[src/rtl/axi_lite_pkg.sv]
// Shared AXI4-Lite definitions: response codes and the one-hot master state encoding.
package axi_lite_pkg;

    localparam logic [1:0] RESP_OKAY   = 2'b00;
    localparam logic [1:0] RESP_EXOKAY = 2'b01;
    localparam logic [1:0] RESP_SLVERR = 2'b10;
    localparam logic [1:0] RESP_DECERR = 2'b11;

    typedef enum logic [5:0] {
        ST_IDLE    = 6'b000001,
        ST_WR_REQ  = 6'b000010,
        ST_WR_RESP = 6'b000100,
        ST_RD_REQ  = 6'b001000,
        ST_RD_DATA = 6'b010000,
        ST_RSP     = 6'b100000
    } mst_state_e;

endpackage

[src/rtl/axi_lite_master.sv]
// AXI4-Lite initiator: turns one valid/ready command at a time into an AW/W/B or AR/R
// transaction and returns the captured response; every bus-facing output is a flop.
module axi_lite_master
    import axi_lite_pkg::*;
#(
    parameter int unsigned ADDR_W    = 32,
    parameter int unsigned DATA_W    = 32,
    parameter int unsigned ERR_CNT_W = 8,
    parameter logic [2:0]  PROT      = 3'b000
) (
    input  logic                   ACLK,
    input  logic                   ARESETN,
    input  logic                   cmd_valid,
    output logic                   cmd_ready,
    input  logic                   cmd_write,
    input  logic [ADDR_W-1:0]      cmd_addr,
    input  logic [DATA_W-1:0]      cmd_wdata,
    input  logic [DATA_W/8-1:0]    cmd_wstrb,
    output logic                   rsp_valid,
    input  logic                   rsp_ready,
    output logic [DATA_W-1:0]      rsp_rdata,
    output logic [1:0]             rsp_resp,
    output logic                   rsp_write,
    output logic [ERR_CNT_W-1:0]   err_cnt,
    output logic                   AWVALID,
    input  logic                   AWREADY,
    output logic [ADDR_W-1:0]      AWADDR,
    output logic [2:0]             AWPROT,
    output logic                   WVALID,
    input  logic                   WREADY,
    output logic [DATA_W-1:0]      WDATA,
    output logic [DATA_W/8-1:0]    WSTRB,
    input  logic                   BVALID,
    output logic                   BREADY,
    input  logic [1:0]             BRESP,
    output logic                   ARVALID,
    input  logic                   ARREADY,
    output logic [ADDR_W-1:0]      ARADDR,
    output logic [2:0]             ARPROT,
    input  logic                   RVALID,
    output logic                   RREADY,
    input  logic [DATA_W-1:0]      RDATA,
    input  logic [1:0]             RRESP
);

    mst_state_e             state_q, state_d;
    logic                   cmd_ready_q, cmd_ready_d;
    logic                   awvalid_q, awvalid_d;
    logic                   wvalid_q, wvalid_d;
    logic                   arvalid_q, arvalid_d;
    logic                   bready_q, bready_d;
    logic                   rready_q, rready_d;
    logic [ADDR_W-1:0]      awaddr_q, awaddr_d;
    logic [ADDR_W-1:0]      araddr_q, araddr_d;
    logic [DATA_W-1:0]      wdata_q, wdata_d;
    logic [DATA_W/8-1:0]    wstrb_q, wstrb_d;
    logic                   rsp_valid_q, rsp_valid_d;
    logic [DATA_W-1:0]      rsp_rdata_q, rsp_rdata_d;
    logic [1:0]             rsp_resp_q, rsp_resp_d;
    logic                   rsp_write_q, rsp_write_d;
    logic [ERR_CNT_W-1:0]   err_cnt_q, err_cnt_d;
    logic                   aw_done, w_done, cap_en;
    logic [1:0]             cap_resp;

    // A channel counts as done once its VALID has dropped or is handshaking now,
    // so the VALID flops double as the per-channel completion flags.
    assign aw_done = !awvalid_q || AWREADY;
    assign w_done  = !wvalid_q  || WREADY;

    always_comb begin
        state_d     = state_q;
        cmd_ready_d = cmd_ready_q;
        awvalid_d   = awvalid_q;
        wvalid_d    = wvalid_q;
        arvalid_d   = arvalid_q;
        bready_d    = bready_q;
        rready_d    = rready_q;
        awaddr_d    = awaddr_q;
        araddr_d    = araddr_q;
        wdata_d     = wdata_q;
        wstrb_d     = wstrb_q;
        rsp_valid_d = rsp_valid_q;
        rsp_rdata_d = rsp_rdata_q;
        rsp_resp_d  = rsp_resp_q;
        rsp_write_d = rsp_write_q;
        cap_en      = 1'b0;
        cap_resp    = RESP_OKAY;

        case (state_q)
            ST_IDLE: begin
                cmd_ready_d = 1'b1;
                if (cmd_valid && cmd_ready_q) begin
                    cmd_ready_d = 1'b0;
                    if (cmd_write) begin
                        awaddr_d  = cmd_addr;
                        wdata_d   = cmd_wdata;
                        wstrb_d   = cmd_wstrb;
                        awvalid_d = 1'b1;
                        wvalid_d  = 1'b1;
                        state_d   = ST_WR_REQ;
                    end else begin
                        araddr_d  = cmd_addr;
                        arvalid_d = 1'b1;
                        state_d   = ST_RD_REQ;
                    end
                end
            end
            ST_WR_REQ: begin
                if (awvalid_q && AWREADY) awvalid_d = 1'b0;
                if (wvalid_q && WREADY)   wvalid_d  = 1'b0;
                if (aw_done && w_done) begin
                    bready_d = 1'b1;
                    state_d  = ST_WR_RESP;
                end
            end
            ST_WR_RESP: begin
                if (BVALID && bready_q) begin
                    bready_d    = 1'b0;
                    cap_en      = 1'b1;
                    cap_resp    = BRESP;
                    rsp_rdata_d = '0;
                    rsp_write_d = 1'b1;
                    state_d     = ST_RSP;
                end
            end
            ST_RD_REQ: begin
                if (arvalid_q && ARREADY) begin
                    arvalid_d = 1'b0;
                    rready_d  = 1'b1;
                    state_d   = ST_RD_DATA;
                end
            end
            ST_RD_DATA: begin
                if (RVALID && rready_q) begin
                    rready_d    = 1'b0;
                    cap_en      = 1'b1;
                    cap_resp    = RRESP;
                    rsp_rdata_d = RDATA;
                    rsp_write_d = 1'b0;
                    state_d     = ST_RSP;
                end
            end
            ST_RSP: begin
                if (rsp_valid_q && rsp_ready) begin
                    rsp_valid_d = 1'b0;
                    cmd_ready_d = 1'b1;
                    state_d     = ST_IDLE;
                end
            end
            default: begin
                state_d     = ST_IDLE;
                cmd_ready_d = 1'b0;
                awvalid_d   = 1'b0;
                wvalid_d    = 1'b0;
                arvalid_d   = 1'b0;
                bready_d    = 1'b0;
                rready_d    = 1'b0;
                rsp_valid_d = 1'b0;
            end
        endcase

        if (cap_en) begin
            rsp_valid_d = 1'b1;
            rsp_resp_d  = cap_resp;
        end
    end

    // SLVERR and DECERR both have bit 1 set; the counter sticks at all-ones.
    always_comb begin
        err_cnt_d = err_cnt_q;
        if (cap_en && cap_resp[1] && (err_cnt_q != '1)) err_cnt_d = err_cnt_q + ERR_CNT_W'(1);
    end

    always_ff @(posedge ACLK or negedge ARESETN) begin
        if (!ARESETN) begin
            state_q     <= ST_IDLE;
            cmd_ready_q <= 1'b0;
            awvalid_q   <= 1'b0;
            wvalid_q    <= 1'b0;
            arvalid_q   <= 1'b0;
            bready_q    <= 1'b0;
            rready_q    <= 1'b0;
            awaddr_q    <= '0;
            araddr_q    <= '0;
            wdata_q     <= '0;
            wstrb_q     <= '0;
            rsp_valid_q <= 1'b0;
            rsp_rdata_q <= '0;
            rsp_resp_q  <= RESP_OKAY;
            rsp_write_q <= 1'b0;
            err_cnt_q   <= '0;
        end else begin
            state_q     <= state_d;
            cmd_ready_q <= cmd_ready_d;
            awvalid_q   <= awvalid_d;
            wvalid_q    <= wvalid_d;
            arvalid_q   <= arvalid_d;
            bready_q    <= bready_d;
            rready_q    <= rready_d;
            awaddr_q    <= awaddr_d;
            araddr_q    <= araddr_d;
            wdata_q     <= wdata_d;
            wstrb_q     <= wstrb_d;
            rsp_valid_q <= rsp_valid_d;
            rsp_rdata_q <= rsp_rdata_d;
            rsp_resp_q  <= rsp_resp_d;
            rsp_write_q <= rsp_write_d;
            err_cnt_q   <= err_cnt_d;
        end
    end

    assign cmd_ready = cmd_ready_q;
    assign rsp_valid = rsp_valid_q;
    assign rsp_rdata = rsp_rdata_q;
    assign rsp_resp  = rsp_resp_q;
    assign rsp_write = rsp_write_q;
    assign err_cnt   = err_cnt_q;
    assign AWVALID   = awvalid_q;
    assign AWADDR    = awaddr_q;
    assign AWPROT    = PROT;
    assign WVALID    = wvalid_q;
    assign WDATA     = wdata_q;
    assign WSTRB     = wstrb_q;
    assign BREADY    = bready_q;
    assign ARVALID   = arvalid_q;
    assign ARADDR    = araddr_q;
    assign ARPROT    = PROT;
    assign RREADY    = rready_q;

endmodule

[config.mk]
export PLATFORM = sky130hd
export DESIGN_NAME = axi_lite_master
export DESIGN_NICKNAME = d
export VERILOG_FILES = /design/src/rtl/axi_lite_pkg.sv /design/src/rtl/axi_lite_master.sv
export SDC_FILE = /design/constraint.sdc
export NUM_CORES = 1
export LEC_CHECK = 0
export CORE_MARGIN = 5
export CORE_UTILIZATION = 39
export DETAILED_ROUTE_END_ITERATION = 10
export PLACE_DENSITY = 0.74
export RECOVER_POWER = 100
export SLEW_MARGIN = 20
export SYNTH_ARGS = -nofsm -noshare
export SYNTH_HDL_FRONTEND = slang
export SYNTH_SLANG_ARGS = --single-unit
[constraint.sdc]
create_clock -name ACLK -period 1.9 [get_ports ACLK]
set_clock_uncertainty 0.2 [all_clocks]
set_input_delay 0.285 -clock ACLK [delete_from_list [all_inputs] [get_ports ACLK]]
set_output_delay 0.285 -clock ACLK [all_outputs]
set_load 0.05 [all_outputs]
==> flow_metrics.env <==
export IMPL_wire_per_inst_um=19.09
export IMPL_drc=0
export IMPL_p_seq_share_pct=48.8
export IMPL_final_cell_area_sq_um=10090
export IMPL_rsz0062_at_grt="true"
export IMPL_worst_path_most_repeated_cell="buf_6"
export IMPL_syn_inst=448
export IMPL_dp_cells=944
export IMPL_gr_total_overflow=0
export IMPL_holdWs_ns=0.2780
export IMPL_reg2reg_depth=7
export IMPL_postPlaceCellArea_sq_um=9303
export IMPL_combPwrFrac_pct=5.3
export IMPL_ant_nets=0
export IMPL_cellInternalPower_mw=5.288
export IMPL_grt_pass1_vias=5394
export IMPL_postSynthAreaPerCell_sq_um=14.29
export IMPL_grt_first_pass_wirelength_mm=29.85
export IMPL_worst_ep_arrival_time_ns=2.23
export IMPL_hold_class="in -> reg"
export IMPL_timing_rr_end="err_cnt[4]"
export IMPL_synthToLayoutAreaGrowth_pct=57.73
export IMPL_async_flop_share_pct=100.0
export IMPL_start_util_pct=40.00
export IMPL_layout_drive_gt1_share_pct=51.90
export IMPL_ioPinCount=270
export IMPL_vias=4975
export IMPL_crit_type="reg -> reg"
export IMPL_grt_max_degree=54
export IMPL_p_total_mw=6.801
export IMPL_die_w_um=138.1
export IMPL_status="finished, violations left"
export IMPL_finish_utilization_pct=63.09
export IMPL_min_period_over_period_pct=112.3
export IMPL_synth_ff_type="dfrtp_1"
export IMPL_r2r_slack_ns=-0.23
export IMPL_relSlewSlack_pct=26.72
export IMPL_fmax_ghz=0.4685
export IMPL_htree_num_levels=4
export IMPL_cts_clk_slew_worst_paths_ns=0.06
export IMPL_min_delay_path_depth=2
export IMPL_cp_max_fo=8
export IMPL_p_clk_share_pct=45.8
export IMPL_numCtsBuffers=17
export IMPL_critPathTopFamily="simple AND/OR/NAND/NOR gates"
export IMPL_antenna_found_initial=0
export IMPL_layout_cells_non_filler=1004
export IMPL_finalHoldViolCount=0
export IMPL_crit_slowest_cell="dfstp_2"
export IMPL_numPortBuffers=263
export IMPL_path_buf_inv=2
export IMPL_die_area_sq_um=19070
export IMPL_drt_pass1_iter_count=4
export IMPL_die_height_um=138.1
export IMPL_switching_share_pct=22.24
export IMPL_drv_slew=0
export IMPL_clk_path_buf_depth=2
export IMPL_critPathMaxStageDelay_ns=0.40
export IMPL_wl_mm=19.17
export IMPL_rows=46
export IMPL_clk_latency_ns=0.41
export IMPL_violations="setup timing"
export IMPL_design_core_area_sq_um=16000
export IMPL_via_per_inst=4.955
export IMPL_layout_common_cells="clkbuf_2 (148), dfrtp_1 (144), clkdlybuf4s50_1 (112)"
export IMPL_cp_end_kind="flop"
export IMPL_setup_viol=154
export IMPL_diodes=0
export IMPL_first_iter_violations=229
export IMPL_layout_cells_most_common="clkbuf_2"
export IMPL_yosysSeqAreaShare_pct=61.02
export IMPL_yosysWarnings=0
export IMPL_irDropWorstVdd_mv=0.5836
export IMPL_cts_root_buf="clkbuf_16"
export IMPL_power_leakage_nw=5.222
export IMPL_period_needed_ns=2.134
export IMPL_worstPathRequired_ns=1.99
export IMPL_cts_tree="yes"
export IMPL_synth_cell_area_sq_um=6400
export IMPL_post_route_worst_setup_slack_ns=-0.2343
export IMPL_rr_startpoint="state_q[0]"
export IMPL_synth_edf_count=0
export IMPL_cap_viol_max_count=0
export IMPL_worst_pin_slew_ns=1.099
export IMPL_p_switching_mw=1.513
export IMPL_hold_path_startpoint="RDATA[16]"
export IMPL_dp_hpwl_mm=13.41
export IMPL_layout_nets=890
export IMPL_synth_cell_type_count=46
export IMPL_grt_use_total_pct=19.14
export IMPL_cp_cell_sequence="buf_6 -> nor4_4 -> and3b_2 -> a32o_2 -> buf_6 -> nand4_1 -> mux2_4"
export IMPL_hold_end="rsp_rdata[16]"
export IMPL_cts_sinks=156
export IMPL_gp_congestion=0.8708
export IMPL_critPathLaunchType="flop"
export IMPL_synth_seq_cells=156
export IMPL_power_density_nw_per_um2=673.7
-- what timing repair did --
| action | 4_1_cts | 5_1_grt |
|---|---|---|
| hold buffers | 1 | 0 |
| buffers inserted | 16 | 8 |
| gates cloned | 3 | 4 |
| pin swaps | 13 | 54 |
| endpoints found under the hold margin | 156 | 0 |
| gates resized for setup | 37 | 45 |
| endpoints found under the setup margin | 151 | 155 |
-- power groups by stage --
stage          Clock (mW)  Sequential, mW  Combinational (mW)
2_1_floorplan           0            3.38              0.0417
3_3_place_gp            0            3.38               0.360
3_5_place_dp            0            3.38               0.367
4_1_cts              3.21            3.32               0.372
5_1_grt              3.36            3.32               0.392
6_report             3.12            3.32               0.361
-- logic make-up after synthesis --
group	synth area share (%)
muxes	19.61
DFF	61.02
AOI/OAI and AO/OA	7.566
adders and majority gates	0.1955
buffers and inverters	3.089
xor gates and xnor gates	0.9580
and+or+nand+nor	7.507
other	0.05859
-- worst max-delay path by stage --
stage	from	endpoint	slack [ns]	cells after the start
after floorplan	state_q[2]	AWADDR[30]	-0.20	6
after global placement	state_q[4]	ARADDR[31]	-0.27	5
after detailed placement	state_q[4]	ARADDR[1]	-0.30	5
after CTS	state_q[4]	WDATA[15]	-0.20	6
after global routing	state_q[0]	err_cnt[4]	-0.27	7
final	state_q[0]	err_cnt[4]	-0.23	7
-- synthesized netlist by cell type (all sizes together), types with 3 or more instances --
cell type  number  area share, %
a21oi           5           0.39
a22o           32            4.4
and2            4           0.39
and3            7           0.76
buf            24            2.6
clkbuf          5           0.29
dfrtp         155             61
inv             4           0.23
mux2          103             19
nand2          28            1.6
nand2b          4           0.39
nand3          13            1.1
nor2            5           0.29
nor2b           9           0.88
nor4            3            1.0
o21ai          11           0.86
xnor2           5           0.68
-- layer usage --
layer | share of wire (%) | up-vias | wire (um) | global-route usage, %
met5 | 0 | - | 0 | 0
met4 | 2.1 | 0 | 395 | 5.408
met3 | 6.7 | 35 | 1293 | 6.414
met2 | 51 | 200 | 9868 | 32.97
met1 | 40 | 2486 | 7615 | 22.98
li1 | - | 2254 | - | -
-- cell type report --
class / instances / area [sq um]
well taps: 216 / 270.3
clock buffers: 20 / 456.7
flip-flops and latches: 156 / 3919
repair buffers: 332 / 2675
inverters: 4 / 15.01
fillers: 1277 / 5906
clock inverters: 12 / 86.33
multi-input cells: 264 / 2673
-- state kept, by name, summed over array words and instances, names as in the netlist --
| signal | count |
|---|---|
| ARADDR | 32 |
| rsp_write | 1 |
| cmd_ready | 1 |
| err_cnt | 8 |
| rsp_resp | 2 |
| rsp_rdata | 32 |
| rsp_valid | 1 |
| ARVALID | 1 |
| WSTRB | 4 |
| BREADY | 1 |
| AWADDR | 32 |
| WDATA | 32 |
| RREADY | 1 |
| WVALID | 1 |
| AWVALID | 1 |
| state_q | 6 |
-- per-stage QoR --
| step | setup slack, ns | TNS [ns] |
|---|---|---|
| final | -0.2343 | -25.02 |
| after detailed placement | -0.2996 | -24.00 |
| after global placement | -0.2660 | -19.51 |
| after CTS | -0.2016 | -19.88 |
| after global routing | -0.2745 | -33.24 |
| after floorplan | -0.2017 | -12.39 |
Power figures use the tool's default switching activity.
